--- src/rtl/alu_calc_pkg.sv ---
// Shared encodings for the execute-stage ALU slice: operation selects and operand mux codes.
// No logic of its own; imported by alu_core and alu_calculations.
package alu_calc_pkg;

    localparam logic [2:0] OP_PASS = 3'b000;
    localparam logic [2:0] OP_ADD  = 3'b001;
    localparam logic [2:0] OP_SUB  = 3'b010;
    localparam logic [2:0] OP_AND  = 3'b011;
    localparam logic [2:0] OP_OR   = 3'b100;
    localparam logic [2:0] OP_XOR  = 3'b101;
    localparam logic [2:0] OP_SLL  = 3'b110;
    localparam logic [2:0] OP_SRA  = 3'b111;

    localparam logic [1:0] SRCA_A    = 2'b00;
    localparam logic [1:0] SRCA_IMM  = 2'b01;
    localparam logic [1:0] SRCA_PC   = 2'b10;
    localparam logic [1:0] SRCA_ZERO = 2'b11;

    localparam logic [1:0] SRCB_B     = 2'b00;
    localparam logic [1:0] SRCB_IMM   = 2'b01;
    localparam logic [1:0] SRCB_INC   = 2'b10;
    localparam logic [1:0] SRCB_IMMSH = 2'b11;

endpackage

--- src/rtl/alu_core.sv ---
// Combinational ALU: op(srcA, srcB) -> result plus zero/negative flags.
// Latency 0; no flow control, result follows inputs continuously.
module alu_core
    import alu_calc_pkg::*;
#(
    parameter int WIDTH = 16
) (
    input  logic [WIDTH-1:0] i_src_a,
    input  logic [WIDTH-1:0] i_src_b,
    input  logic [2:0]       i_op,
    output logic [WIDTH-1:0] o_result,
    output logic             o_zero,
    output logic             o_negative
);

    localparam int SHW = $clog2(WIDTH);

    logic [SHW-1:0] w_shamt;

    // Shift amount takes only the low bits of srcB; the rest are ignored.
    assign w_shamt = i_src_b[SHW-1:0];

    always_comb begin
        o_result = '0;
        case (i_op)
            OP_PASS: o_result = i_src_b;
            OP_ADD:  o_result = i_src_a + i_src_b;
            OP_SUB:  o_result = i_src_a - i_src_b;
            OP_AND:  o_result = i_src_a & i_src_b;
            OP_OR:   o_result = i_src_a | i_src_b;
            OP_XOR:  o_result = i_src_a ^ i_src_b;
            OP_SLL:  o_result = i_src_a << w_shamt;
            OP_SRA:  o_result = WIDTH'($signed(i_src_a) >>> w_shamt);
            default: o_result = '0;
        endcase
    end

    assign o_zero     = (o_result == '0);
    assign o_negative = o_result[WIDTH-1];

endmodule

--- src/rtl/alu_calculations.sv ---
// Execute-stage slice: operand muxes, ALU, ALUOut register and live/held output select.
// Latency 0 (PCSrc=0) or 1 cycle (PCSrc=1); no backpressure, ALUOut reloads every edge.
module alu_calculations
    import alu_calc_pkg::*;
#(
    parameter int               WIDTH  = 16,
    parameter logic [WIDTH-1:0] PC_INC = 16'd2
) (
    input  logic             clk,
    input  logic             reset,
    input  logic [WIDTH-1:0] input_A,
    input  logic [WIDTH-1:0] input_B,
    input  logic [WIDTH-1:0] input_PC,
    input  logic [WIDTH-1:0] input_imm,
    input  logic [2:0]       input_ALUOp,
    input  logic [1:0]       input_ALUSrcA,
    input  logic [1:0]       input_ALUSrcB,
    input  logic             input_PCSrc,
    output logic [WIDTH-1:0] output_ALU,
    output logic             output_Zero,
    output logic             output_negative
);

    logic [WIDTH-1:0] w_src_a;
    logic [WIDTH-1:0] w_src_b;
    logic [WIDTH-1:0] w_result;
    logic [WIDTH-1:0] r_alu_out;

    always_comb begin
        w_src_a = '0;
        case (input_ALUSrcA)
            SRCA_A:    w_src_a = input_A;
            SRCA_IMM:  w_src_a = input_imm;
            SRCA_PC:   w_src_a = input_PC;
            SRCA_ZERO: w_src_a = '0;
            default:   w_src_a = '0;
        endcase
    end

    // The shifted immediate is the word-aligned branch offset.
    always_comb begin
        w_src_b = '0;
        case (input_ALUSrcB)
            SRCB_B:     w_src_b = input_B;
            SRCB_IMM:   w_src_b = input_imm;
            SRCB_INC:   w_src_b = PC_INC;
            SRCB_IMMSH: w_src_b = {input_imm[WIDTH-2:0], 1'b0};
            default:    w_src_b = '0;
        endcase
    end

    alu_core #(
        .WIDTH(WIDTH)
    ) u_alu_core (
        .i_src_a   (w_src_a),
        .i_src_b   (w_src_b),
        .i_op      (input_ALUOp),
        .o_result  (w_result),
        .o_zero    (output_Zero),
        .o_negative(output_negative)
    );

    always_ff @(posedge clk or negedge reset) begin
        if (!reset) begin
            r_alu_out <= '0;
        end else begin
            r_alu_out <= w_result;
        end
    end

    assign output_ALU = input_PCSrc ? r_alu_out : w_result;

endmodule

--- config.mk ---
export PLATFORM = sky130hd
export DESIGN_NAME = alu_calculations
export DESIGN_NICKNAME = d
export VERILOG_FILES = /design/src/rtl/alu_calc_pkg.sv /design/src/rtl/alu_core.sv /design/src/rtl/alu_calculations.sv
export SDC_FILE = /design/constraint.sdc
export NUM_CORES = 1
export LEC_CHECK = 0
export ABC_AREA = 1
export ABC_CLOCK_PERIOD_IN_PS = 12450
export CORE_MARGIN = 2
export CORE_UTILIZATION = 45
export DETAILED_ROUTE_END_ITERATION = 10
export GPL_TIMING_DRIVEN = 1
export MAX_ROUTING_LAYER = met4
export PLACE_DENSITY = 0.7
export SLEW_MARGIN = 5
export SYNTH_ARGS = -nofsm -noshare
export SYNTH_HDL_FRONTEND = slang
export SYNTH_SLANG_ARGS = --single-unit
--- constraint.sdc ---
create_clock -name clk -period 12.45 [get_ports clk]
set_input_delay 2.49 -clock clk [delete_from_list [all_inputs] [get_ports clk]]
set_output_delay 2.49 -clock clk [all_outputs]
set_load 0.05 [all_outputs]
* Yosys cells after proc, flatten, opt, wreduce, memory -nomap -nowiden
Index checks and enable logic that the tools add are counted.
** Storage, ports and cells
- Flip-flop bits (word level) :: 16
- Bits of input ports :: 74
- Output and inout bits :: 18
** Cells by class
- Add/sub/neg operators :: 2
- Eq/ne operators :: 13
- Shifts and indexed selects :: 2
- Mux-type cells :: 4
- Bitwise logic cells :: 3
- Reduce and logical (&&, ||, !) cells :: 4
** Operators with widths (number)
- $pmux W16 S4 :: 2
- $pmux W16 S8 :: 1
- $add A16 B16 Y16 :: 1
- $and A16 B16 Y16 :: 1
- $logic_not A16 Y1 :: 1
- $mux W16 :: 1
- $or A16 B16 Y16 :: 1
- $shl A16 B4 Y16 :: 1
- $sshr A16 B4 Y16 :: 1
- $sub A16 B16 Y16 :: 1
- $xor A16 B16 Y16 :: 1
- $eq A3 B3 Y1 const B :: 4
- $eq A2 B2 Y1 const B :: 4
- $eq A3 B2 Y1 const B :: 2
- $eq A2 B1 Y1 const B :: 2
- $logic_not A2 Y1 :: 2
- $eq A3 B1 Y1 const B :: 1
- $logic_not A3 Y1 :: 1

* Logic depth before layout (Yosys ltp)
- Depth in word-level cells :: 5
- Depth in mapped cells :: 29
- Mapped depth without buffers :: 28

* Cells and area by module
Synthesis repeated with hierarchy kept, for this count alone.
** Second synthesis, totals
- Cells, all modules :: 997
- Area, all modules :: 5301.3 µm²
** Modules (own cells, without submodules)
- alu_core :: times used 1, cells an instance 781, area each 3917.5 µm²
- alu_calculations :: times used 1, cells an instance 216, area each 1383.8 µm²

* Worst setup path before layout
No wires, ideal clock.
- Kind :: input to output
- Start :: input input_ALUSrcB[0]
- End :: output output_ALU[13]
- Arrival time :: 6.504 ns
- Required time :: 9.960 ns
- Setup slack :: 3.456 ns
- Cell stages on the path :: 25
- Buffers on the path :: 2
- Cell sequence :: buf_6 nand2_1 nand2_1 nand2_2 nor2_8 buf_2 ha_1 inv_1 nor2_1 nand3_1 nor3_2 nand3_1 o31ai_1 xor2_1 inv_1 ha_1 a21o_1 o21bai_1 a21oi_1 nand2_1 nand2_1 nand3_1 nand4_1 nand2_1 o21ai_0
** Between the ends
- Cells in the longest elaborated chain, start to end :: 5
- Elaborated cells between the ends (all ways) :: 14
- Classes of those cells :: add/sub: 2; eq/ne: 3; shift: 2; mux: 3; bitwise: 3; reduce/logical: 1
** Ends and longest elaborated chain
- from (decl) :: RTL line alu_calculations.sv:17 : input logic [1:0] input_ALUSrcB,
- $eq A2 B2 Y1, or another cell as far along :: RTL line alu_calculations.sv:43 : case (input_ALUSrcB)
- $pmux W16 S4 (*) :: RTL line alu_calculations.sv:43
- $sub A16 B16 Y16, or another cell as far along :: RTL line alu_core.sv:28 : OP_SUB: o_result = i_src_a - i_src_b;
- $pmux W16 S8 (*) :: RTL line alu_core.sv:25 : case (i_op)
- $mux W16 (*) :: RTL line alu_calculations.sv:71 : assign output_ALU = input_PCSrc ? r_alu_out : w_result;
- to (decl) :: RTL line alu_calculations.sv:19 : output logic [WIDTH-1:0] output_ALU,
Every way passes the cells marked *; elsewhere a longest branch is shown, timed or not.

* Worst setup path in the final report
- Start :: input input_ALUSrcB[0]
- End :: output output_Zero
** Between the ends
- Cells in the longest elaborated chain, start to end :: 5
- Elaborated cells between the ends (all ways) :: 14
- Classes of those cells :: add/sub: 2; eq/ne: 3; shift: 2; mux: 2; bitwise: 3; reduce/logical: 2
** Ends and longest elaborated chain
- $eq A2 B2 Y1, or another cell as far along :: RTL line alu_calculations.sv:43
- $pmux W16 S4 (*) :: RTL line alu_calculations.sv:43
- $sub A16 B16 Y16, or another cell as far along :: RTL line alu_core.sv:28
- $pmux W16 S8 (*) :: RTL line alu_core.sv:25
- $logic_not A16 Y1 (*) :: RTL line alu_core.sv:38 : assign o_zero = (o_result == '0);
- to (decl) :: RTL line alu_calculations.sv:20 : output logic output_Zero,
Marks and branches as above.

==> reports/qor.txt <==
Status: complete, no violations
Ys flop type: dfrtp_1
Synthesized area per cell: 5.67 µm²
CP peak stage delay: 1.17 ns
Max reg flops: 16
I/O Buffers: 91
Met2 wire len: 7990 µm
Global-route wire length before repair: 29,000 µm
Core Area: 0.0113 mm²
WP data required: 9.96 ns
Post-synth net total: 1,035
Vias in the first global route: 5,696
Grt total ovfl: 0
Via count: 6,259
CTS Hold Bufs: 0
WS Path Type: input port to primary output
Post-synth top area cell: nand2_1
I/O pins: 92
Worst Setup EP: output_Zero
Largest net degree at the start of global routing: 33
Cell with the largest stage delay on the worst path: clkdlybuf4s50_1
CTS sink cnt: 16
Post-synth top cells: 314 x nand2_1, 134 x nand3_1, 91 x inv_1, 52 x ha_1, 46 x nor2_1
DR DRC count: 0
PostCTS Resize Cnt: 0
Clock transition at path regs: 0.05 ns
Layout fillers: 1,229
Metal-1 WL: 7850 µm
H-Tree Depth: 1
Synth async-reset ratio: 1.00
Initial Util: 0.457
Layout cells sized above 1: 0.0680
Setup bufs post-CTS: 0
Starting DRC count in detailed routing: 571
Startpoint Class: input port
Die Y: 111 µm
Max-Slew Margin vs Limit: 0.295
Post-Route WL: 18,200 µm
Max-cap viol count: 0
Final Max Tran Viols: 0
Nets@finish: 1,098
Initial antenna violation count: 0
Register area share after synthesis: 0.0778
HPWL Detailed: 14,900 µm
Final hold violation count: 0
CP Capture Type: primary output
Die Area: 0.0123 mm²
Synth top area cells: nand2_1 23%, nand3_1 13%, ha_1 13%, dfrtp_1 7.8%, inv_1 6.6%
Setup TNS: 0 ns
Biggest register: r_alu_out
Vias per inst: 5.62
Max Root-Sink Buffers: 2
Peak VDD IR: 0.100 mV
Finish-stage setup viols: 0
# diodes: 0
Number of CTS-inserted buffers: 3
Die Wd: 111 µm
Yosys warning count: 0
Static Leak: 0.00316 µW
WL met3: 1480 µm
Global-route usage over all layers: 0.300
Largest regs: r_alu_out (16)
Flops & latches, synth: 16
Post-route worst setup slack: 1.79 ns
Max Fclk: 0.0938 GHz
Tcrit/Tclk final: 0.856
Hold crit path type: input port to asynchronous set/reset pin
Power Dens Cells: 87.7 mW/mm²
Final Critical Period: 10.66 ns
DR pass1 iterations: 6
Area growth syn-to-layout: 18.3%
WL per Instance: 16.4 µm
EDFF count, synth: 0
GP Congestion: 1.06
RSZ-0062 raised after global routing: no
Placement Setup Slack: 1.85 ns
Critical path launch point: input_ALUSrcB[0]
Synth Instances: 908
Critical Path AT: 8.17 ns
CP Max Fanout: 28
Least-Margin Pin Slew: 1.05 ns
Clk root buf: clkbuf_16
DRT antenna net count: 0
Count leader, synth: nand2_1
Yosys top cell area share: 0.229
Highest routed layer: met4
CTS tree: built
Unique masters post-synth: 49
Num rows: 39
Mapped cell area: 0.00515 mm²
## power breakdown
part,switching [µW],total (µW),leakage (µW),internal [µW]
logic,265,400,0.00293,135
registers,2.85,66.4,0.000192,63.5
clock network,19.4,68.2,0.0000442,48.7
total,287,534,0.00316,247
## final cells by class
| class | instances | area [µm²] | share of cell area |
|---|---|---|---|
| clock buffer | 4 | 88.8 | 0.0146 |
| sequential | 16 | 400 | 0.0657 |
| tap | 143 | 179 | 0.0294 |
| multi-input combinational | 756 | 4100 | 0.673 |
| timing repair buffer | 92 | 918 | 0.151 |
| inverter | 102 | 404 | 0.0664 |
## layer usage
| layer | global-route usage | up-vias |
|---|---|---|
| li1 | - | 3113 |
| met1 | 0.393 | 2760 |
| met2 | 0.468 | 319 |
| met3 | 0.0295 | 67 |
| met4 | 0.138 | 0 |
| met5 | - | - |
## placed cells by master, fill, tap and decap left out, types with 3 or more instances in the layout
| cell | n |
|---|---|
| a21o_1 | 3 |
| a21oi_1 | 39 |
| a221oi_1 | 10 |
| a31oi_1 | 3 |
| clkbuf_16 | 3 |
| clkdlybuf4s50_1 | 91 |
| dfrtp_1 | 16 |
| ha_1 | 52 |
| inv_1 | 91 |
| inv_2 | 6 |
| inv_4 | 3 |
| nand2_1 | 314 |
| nand2_2 | 9 |
| nand3_1 | 134 |
| nand3_2 | 8 |
| nand4_1 | 10 |
| nor2_1 | 46 |
| nor2_2 | 7 |
| nor3_1 | 4 |
| nor3_2 | 3 |
| o2111ai_1 | 3 |
| o211ai_1 | 4 |
| o21ai_0 | 37 |
| o21ai_1 | 13 |
| o21ai_2 | 8 |
| o31ai_1 | 3 |
| or2_1 | 5 |
| or2_2 | 6 |
| xor2_1 | 13 |
## how the worst min path moves through the flow
| stage | end | startpoint | slack, ns |
|---|---|---|---|
| after CTS | r_alu_out[15]$_DFF_PN0_ | reset | 2.71 |
| after global routing | r_alu_out[15]$_DFF_PN0_ | reset | 2.75 |
| after floorplan | r_alu_out[0]$_DFF_PN0_ | reset | 2.19 |
| after global placement | r_alu_out[0]$_DFF_PN0_ | reset | 2.95 |
| final | r_alu_out[15]$_DFF_PN0_ | reset | 2.67 |
| after detailed placement | r_alu_out[0]$_DFF_PN0_ | reset | 2.96 |
## per-stage QoR
| step | cell area (µm²) | hold WS [ns] | util | std cells | total power [µW] |
|---|---|---|---|---|---|
| final | 6090 | 2.67 | 0.540 | 1113 | 534 |
| after CTS | 6090 | 2.71 | 0.540 | 1113 | 530 |
| after global placement | 6000 | 2.95 | 0.532 | 1109 | 457 |
| after floorplan | 5150 | 2.19 | - | 908 | 345 |
| after detailed placement | 6000 | 2.96 | 0.532 | 1109 | 460 |
| after global routing | 6090 | 2.75 | 0.540 | 1113 | 579 |
## cell families after synthesis
| group | Yosys count | share of synthesized area |
|---|---|---|
| DFF | 16 | 0.0778 |
| xor gates and xnor gates | 15 | 0.0255 |
| AOI/OAI and AO/OA | 134 | 0.160 |
| buffers and inverters | 136 | 0.126 |
| adders and majority gates | 53 | 0.130 |
| and+or+nand+nor | 554 | 0.481 |
## worst max-delay path: cells and delay by family
family	cells	cell delay, ns
simple gates	16	2.09
compound gates	4	0.76
buf+inv	4	2.07
xor+xnor	1	0.16
fa+ha+maj	2	0.59
(Power assumes the default switching activity.)
